`src/rtl/vga_sync_decoder.sv`:
```
// VGA sync decoder: recovers line/frame geometry, pixel coordinates and lock.
// Define VGA_DEC_ERRCNT_EN to build the saturating lock-loss counter.
module vga_sync_decoder #(
    parameter int CW          = 10,
    parameter int LOCK_FRAMES = 2,
    parameter int MAX_LINE    = 1000
) (
    input  logic          CLK_100MHz,
    input  logic          reset,
    input  logic          p_tick,
    input  logic          hsync,
    input  logic          vsync,
    input  logic          video_on,
    output logic [CW-1:0] pix_x,
    output logic [CW-1:0] pix_y,
    output logic          pix_valid,
    output logic          frame_start,
    output logic [CW-1:0] h_total,
    output logic [CW-1:0] v_total,
    output logic [CW-1:0] h_active,
    output logic          locked,
    output logic          sync_err,
    output logic [15:0]   err_count
);

    typedef enum logic [1:0] {SEARCH, TRACK, LOCKED} state_t;

    localparam logic [CW-1:0] CMAX   = {CW{1'b1}};
    localparam logic [CW-1:0] TMO_AT = CW'(MAX_LINE - 1);
    localparam logic [CW-1:0] LOCK_N = CW'(LOCK_FRAMES);

    state_t        state, state_n;
    logic          hs_d, vs_d, vo_d;
    logic [CW-1:0] hcnt, vcnt, vo_len;
    logic          hs_seen;
    logic [CW-1:0] h_ref, h_ref_n;
    logic [CW-1:0] v_ref, v_ref_n;
    logic [CW-1:0] match, match_n;
    logic          h_ref_ok, h_ref_ok_n;
    logic          v_ref_ok, v_ref_ok_n;
    logic          line_bad, line_bad_n;
    logic          err_set;

    logic          hs_rise, vs_rise, vo_rise, vo_fall;
    logic [CW-1:0] line_len, frame_len, match_inc;
    logic          line_done, tmo, h_miss;

    assign hs_rise   = hsync & ~hs_d;
    assign vs_rise   = vsync & ~vs_d;
    assign vo_rise   = video_on & ~vo_d;
    assign vo_fall   = ~video_on & vo_d;

    // Length of the line closed by this hsync edge, and frame length
    // including a line that starts on the same sample as vsync.
    assign line_len  = (hcnt == CMAX) ? hcnt : hcnt + 1'b1;
    assign frame_len = !hs_rise ? vcnt :
                       (vcnt == CMAX) ? vcnt : vcnt + 1'b1;
    assign line_done = hs_rise & hs_seen;
    assign tmo       = ~hs_rise & (hcnt >= TMO_AT);
    assign h_miss    = line_bad |
                       (line_done & h_ref_ok & (line_len != h_ref));
    assign match_inc = match + 1'b1;

    // Lock state and reference registers
    always_ff @(posedge CLK_100MHz) begin
        if (reset) begin
            state    <= SEARCH;
            h_ref    <= '0;
            v_ref    <= '0;
            match    <= '0;
            h_ref_ok <= 1'b0;
            v_ref_ok <= 1'b0;
            line_bad <= 1'b0;
        end else begin
            state    <= state_n;
            h_ref    <= h_ref_n;
            v_ref    <= v_ref_n;
            match    <= match_n;
            h_ref_ok <= h_ref_ok_n;
            v_ref_ok <= v_ref_ok_n;
            line_bad <= line_bad_n;
        end
    end

    // Next-state: search for vsync, learn references, count matching frames
    always_comb begin
        state_n    = state;
        h_ref_n    = h_ref;
        v_ref_n    = v_ref;
        match_n    = match;
        h_ref_ok_n = h_ref_ok;
        v_ref_ok_n = v_ref_ok;
        line_bad_n = line_bad;
        err_set    = 1'b0;
        if (p_tick) begin
            unique case (state)
                SEARCH: begin
                    if (vs_rise) begin
                        state_n    = TRACK;
                        h_ref_ok_n = 1'b0;
                        v_ref_ok_n = 1'b0;
                        match_n    = '0;
                        line_bad_n = 1'b0;
                    end
                end
                TRACK: begin
                    if (tmo) begin
                        state_n = SEARCH;
                    end else begin
                        if (line_done) begin
                            if (!h_ref_ok) begin
                                h_ref_n    = line_len;
                                h_ref_ok_n = 1'b1;
                            end else if (line_len != h_ref) begin
                                h_ref_n    = line_len;
                                match_n    = '0;
                                line_bad_n = 1'b1;
                            end
                        end
                        if (vs_rise) begin
                            line_bad_n = 1'b0;
                            if (!v_ref_ok) begin
                                v_ref_n    = frame_len;
                                v_ref_ok_n = 1'b1;
                            end else if (frame_len == v_ref && !h_miss) begin
                                if (match_inc == LOCK_N) begin
                                    state_n = LOCKED;
                                    match_n = '0;
                                end else begin
                                    match_n = match_inc;
                                end
                            end else begin
                                v_ref_n = frame_len;
                                match_n = '0;
                            end
                        end
                    end
                end
                LOCKED: begin
                    if (tmo ||
                        (line_done && line_len != h_ref) ||
                        (vs_rise && frame_len != v_ref)) begin
                        err_set = 1'b1;
                        state_n = SEARCH;
                    end
                end
                default: state_n = SEARCH;
            endcase
        end
    end

    // Per-sample counters, measured geometry and pixel coordinates
    always_ff @(posedge CLK_100MHz) begin
        if (reset) begin
            hs_d     <= 1'b0;
            vs_d     <= 1'b0;
            vo_d     <= 1'b0;
            hcnt     <= '0;
            vcnt     <= '0;
            vo_len   <= '0;
            hs_seen  <= 1'b0;
            h_total  <= '0;
            v_total  <= '0;
            h_active <= '0;
            pix_x    <= '0;
            pix_y    <= '0;
        end else if (p_tick) begin
            hs_d <= hsync;
            vs_d <= vsync;
            vo_d <= video_on;
            if (hs_rise) begin
                h_total  <= line_len;
                hcnt     <= '0;
                h_active <= vo_len;
                vo_len   <= '0;
                hs_seen  <= 1'b1;
            end else begin
                if (hcnt != CMAX)
                    hcnt <= hcnt + 1'b1;
                if (video_on && vo_len != CMAX)
                    vo_len <= vo_len + 1'b1;
            end
            if (vs_rise) begin
                v_total <= frame_len;
                vcnt    <= '0;
            end else begin
                vcnt <= frame_len;
            end
            if (vo_rise)
                pix_x <= '0;
            else if (video_on)
                pix_x <= pix_x + 1'b1;
            if (vs_rise)
                pix_y <= '0;
            else if (vo_fall)
                pix_y <= pix_y + 1'b1;
        end
    end

    // Status flags and one-clock pulses
    always_ff @(posedge CLK_100MHz) begin
        if (reset) begin
            locked      <= 1'b0;
            pix_valid   <= 1'b0;
            frame_start <= 1'b0;
            sync_err    <= 1'b0;
        end else begin
            frame_start <= 1'b0;
            sync_err    <= 1'b0;
            if (p_tick) begin
                locked      <= (state_n == LOCKED);
                pix_valid   <= (state_n == LOCKED) & video_on;
                frame_start <= vs_rise & (state_n == LOCKED);
                sync_err    <= err_set;
            end
        end
    end

`ifdef VGA_DEC_ERRCNT_EN
    // Saturating count of lock losses
    always_ff @(posedge CLK_100MHz) begin
        if (reset)
            err_count <= '0;
        else if (err_set && err_count != 16'hFFFF)
            err_count <= err_count + 16'd1;
    end
`else
    assign err_count = '0;
`endif

endmodule

```
`config.mk`:
```
export PLATFORM = sky130hd
export DESIGN_NAME = vga_sync_decoder
export DESIGN_NICKNAME = d
export VERILOG_FILES = /design/src/rtl/vga_sync_decoder.sv
export SDC_FILE = /design/constraint.sdc
export NUM_CORES = 1
export LEC_CHECK = 0
export CAP_MARGIN = 25
export CORE_MARGIN = 5
export CORE_UTILIZATION = 40
export CTS_BUF_LIST = sky130_fd_sc_hd__clkbuf_2 sky130_fd_sc_hd__clkbuf_4 sky130_fd_sc_hd__clkbuf_8
export CTS_CLUSTER_DIAMETER = 200
export CTS_CLUSTER_SIZE = 30
export DETAILED_ROUTE_END_ITERATION = 6
export DONT_BUFFER_PORTS = 1
export GPL_TIMING_DRIVEN = 0
export PLACE_DENSITY = 0.56
export SYNTH_ARGS = -nofsm -noshare
export SYNTH_HDL_FRONTEND = slang
export SYNTH_SLANG_ARGS = --single-unit
```
`constraint.sdc`:
```
create_clock -name CLK_100MHz -period 3.7 [get_ports CLK_100MHz]
set_input_delay 0.925 -clock CLK_100MHz [delete_from_list [all_inputs] [get_ports CLK_100MHz]]
set_output_delay 0.925 -clock CLK_100MHz [all_outputs]
set_load 0.02 [all_outputs]
```
==> summary.txt <==
Floorplanning
  – FP Rows: 47
  – Initial core utilization: 0.405
  – Die area: 0.0194 sq mm
  – Die Height: 139 um
  – Total core area: 0.0165 sq mm
  – IO Pins: 76
  – Die Wd: 139 um

Yosys
  – Post-synthesis sequential area ratio: 0.369
  – Synthesized cell area: 0.00667 sq mm
  – Syn_area_per_cell: 7.94 sq um
  – Synth Area in Simple Gates: 0.272
  – XOR/XNOR share of the synthesized area: 0.0548
  – Ys flop type: dfxtp_1
  – Library cells used by synthesis: 74
  – Adder-Cell Fraction of Synth Area: 0.0131
  – Post-synth EDFFs: 0
  – Yosys reg bits: 123
  – Mapped Cells: 840
  – Post-synth top cells: dfxtp_1 (123), nand2_1 (105), nor2_1 (103)
  – Complex-gate fraction of the synthesized area: 0.189
  – Area contributors post-synth: dfxtp_1 (37%), nand2_1 (5.9%), nor2_1 (5.8%)
  – Multiplexer area fraction after synthesis: 0.0334
  – Share of async-settable or async-resettable flops after synthesis: 0
  – Post-synth top area share: 0.369
  – Most area-hungry cell type in the Yosys netlist: dfxtp_1
  – Largest family of logic cells by synthesized area: simple AND/OR/NAND/NOR gates
  – Cell with the most instances after synthesis: dfxtp_1
  – YS warnings: 0

STA
  – Final Hold Fails: 0
  – Crit share post-route: 0.946
  – Slew @ Worst Pin: 0.823 ns
  – Rel. slew slack: 0.447
  – Final setup viols: 0
  – Layout Skew: 0.0133 ns
  – RSZ-0062 raised after global routing: false
  – Slew Limit Fails: 0
  – Max frequency: 0.286 GHz
  – Fin crit period: 3.50 ns
  – Hold_ws: 0.481 ns

Global routing
  – Largest net degree at the start of global routing: 17
  – Total track usage: 0.197
  – GRT overflow: 0
  – First-pass GRT wire length: 30800 um
  – Initial antenna violation count: 0
  – Vias in the first global route: 5704

Worst setup path
  – Crit path kind: register to register
  – Slowest cell on crit path: dfxtp_1
  – Crit path max fanout: 10
  – CP cell instances: ha_1 > nand3b_1 > o311a_1 > a2111oi_2 > nand4_1 > a2111oi_2 > and4_1 > buf_4 > nand2_2 > a2bb2oi_1 > a211oi_1
  – Worst Setup Start Kind: register
  – Slowest cell delay on critical path: 0.48 ns
  – Cell repeated most along the worst path: a2111oi_2
  – R2R Setup Slk: 0.20 ns
  – Critical Path RT: 4.04 ns
  – Worst Setup End Kind: register
  – CP arrival: 3.84 ns

Clock network
  – Clock buffer depth: 2
  – Clk sinks: 123
  – CTS tree: yes
  – Skew-Pair Late Insertion Delay: 0.45 ns
  – CTS Buf Count: 17
  – CTS root buf: clkbuf_8
  – Post-CTS Setup Bufs: 0
  – Clk slew on worst S/H paths: 0.08 ns
  – H-tree depth: 4

Finish
  – Share of cells above drive strength 1: 0.109
  – Nets: 887
  – Layout Cells excl Fill: 1107
  – Area Growth Syn to Fin: 10.8%
  – ANT cells: 0

Pwr
  – Pwr Density: 368 mW/mm^2
  – Peak supply drop: 0.266 mV
  – Total Power: 2.72 mW
  – Leakage: 2.75 nW

Placement
  – Post-DP HPWL: 14000 um
  – Port bufs: 0
  – GPL Wtd Cong: 0.951
  – Placed cells: 1075

Route
  – Vias/cell: 5.51
  – Post-DR wirelength/cell: 17.5 um
  – Routed via count: 6102
  – Post-DRT Antenna Nets: 0
  – Routed Wire Length: 19400 um
  – Initial drt markers: 427
  – DRC: 0
  – Number of iterations in the first detailed-routing pass: 5

Run
  – Max-Cap Viols: 0

Status
  – Outcome: finished, final reports clean

Min path
  – Worst Hold Class: register to register
what timing repair did:
item                                    CTS  global route
endpoints found under the setup margin    0            13
resized for setup                         0             4
hold buffers                              0             0
critical path: cells and delay by family, from the launching register on:
family	cells	cell delay (ns)
AOI/OAI and AO/OA	5	1.52
and+or+nand+nor	4	0.89
DFF	1	0.48
adders and majority gates	1	0.31
buffers and inverters	1	0.21
kinds of logic (layout without fill, tap and decap cells):
logic type               Yosys count  in the layout
adder cells (fa/ha/maj)            7              7
other                              1             16
XOR/XNOR                          40             40
multiplexers                      22             22
flip-flops                       123            123
buffers and inverters             85            117
AND/OR/NAND/NOR                  368            368
AO/OA/AOI/OAI                    194            194
worst paths after layout:
path / startpoint / depth (start not counted) / end
worst max-delay path: vcnt[1] / 11 / frame_start
worst min-delay path: vo_len[7] / 2 / h_active[7]
worst max register to register: vcnt[1] / 11 / frame_start
worst min register to register: vo_len[7] / 2 / h_active[7]
sequential cells by signal, summed over array words and instances (netlist names), 2 cells and up:
signal	cells
h_active	10
h_ref	10
h_total	10
hcnt	10
match	10
pix_x	10
pix_y	10
v_ref	10
v_total	10
vcnt	10
vo_len	10
state	2
cell type report:
cell class	instances	area, sq um
buffer	71	402
clock buffer	19	249
clock inverter	13	118
fill	1707	9070
inverter	14	52.6
multi-input combinational	647	3830
sequential	123	2460
tap	220	275
cell usage in the layout (no fill, tap or decap), types with 5 or more instances in the layout:
cell	instances
o21bai_1	6
nor2_1	103
a22oi_1	11
clkbuf_8	17
and4_1	10
mux2i_1	20
buf_4	25
conb_1	16
nor3_1	25
dfxtp_1	123
or3_1	7
a21oi_1	72
nor2b_1	13
o211ai_1	5
nand3_1	26
o31ai_1	10
nand3b_1	5
inv_1	14
a211oi_1	12
a31oi_1	8
o21ai_0	28
clkbuf_1	29
nand4_1	15
nand2_1	105
ha_1	6
buf_2	12
nand2b_1	8
xnor2_1	16
and3_1	18
xor2_1	23
through the flow:
stage               setup slack, ns   util  setup TNS [ns]  cell area [sq um]
floorplan                     0.651      -               0               6730
global placement            -0.0368  0.425         -0.0368               7000
detailed placement           0.0273  0.425               0               7000
CTS                           0.123  0.448               0               7370
global route                 0.0277  0.449               0               7390
finish                        0.199  0.449               0               7390
layer usage:
layer	routed length (um)	vias to the layer above	track usage
met5	0	-	0
li1	-	3022	-
met2	8590	184	0.299
met3	1290	36	0.0590
met1	9030	2860	0.265
met4	468	0	0.0705
report_power, final:
| group | switching (mW) | total [mW] | leakage (nW) | internal [mW] |
|---|---|---|---|---|
| clock | 0.583 | 1.13 | 0.188 | 0.550 |
| sequential | 0.0198 | 1.36 | 0.993 | 1.34 |
| combinational | 0.157 | 0.227 | 1.57 | 0.0708 |
| total | 0.760 | 2.72 | 2.75 | 1.96 |
No activity file was read; power rests on OpenSTA's default activity.
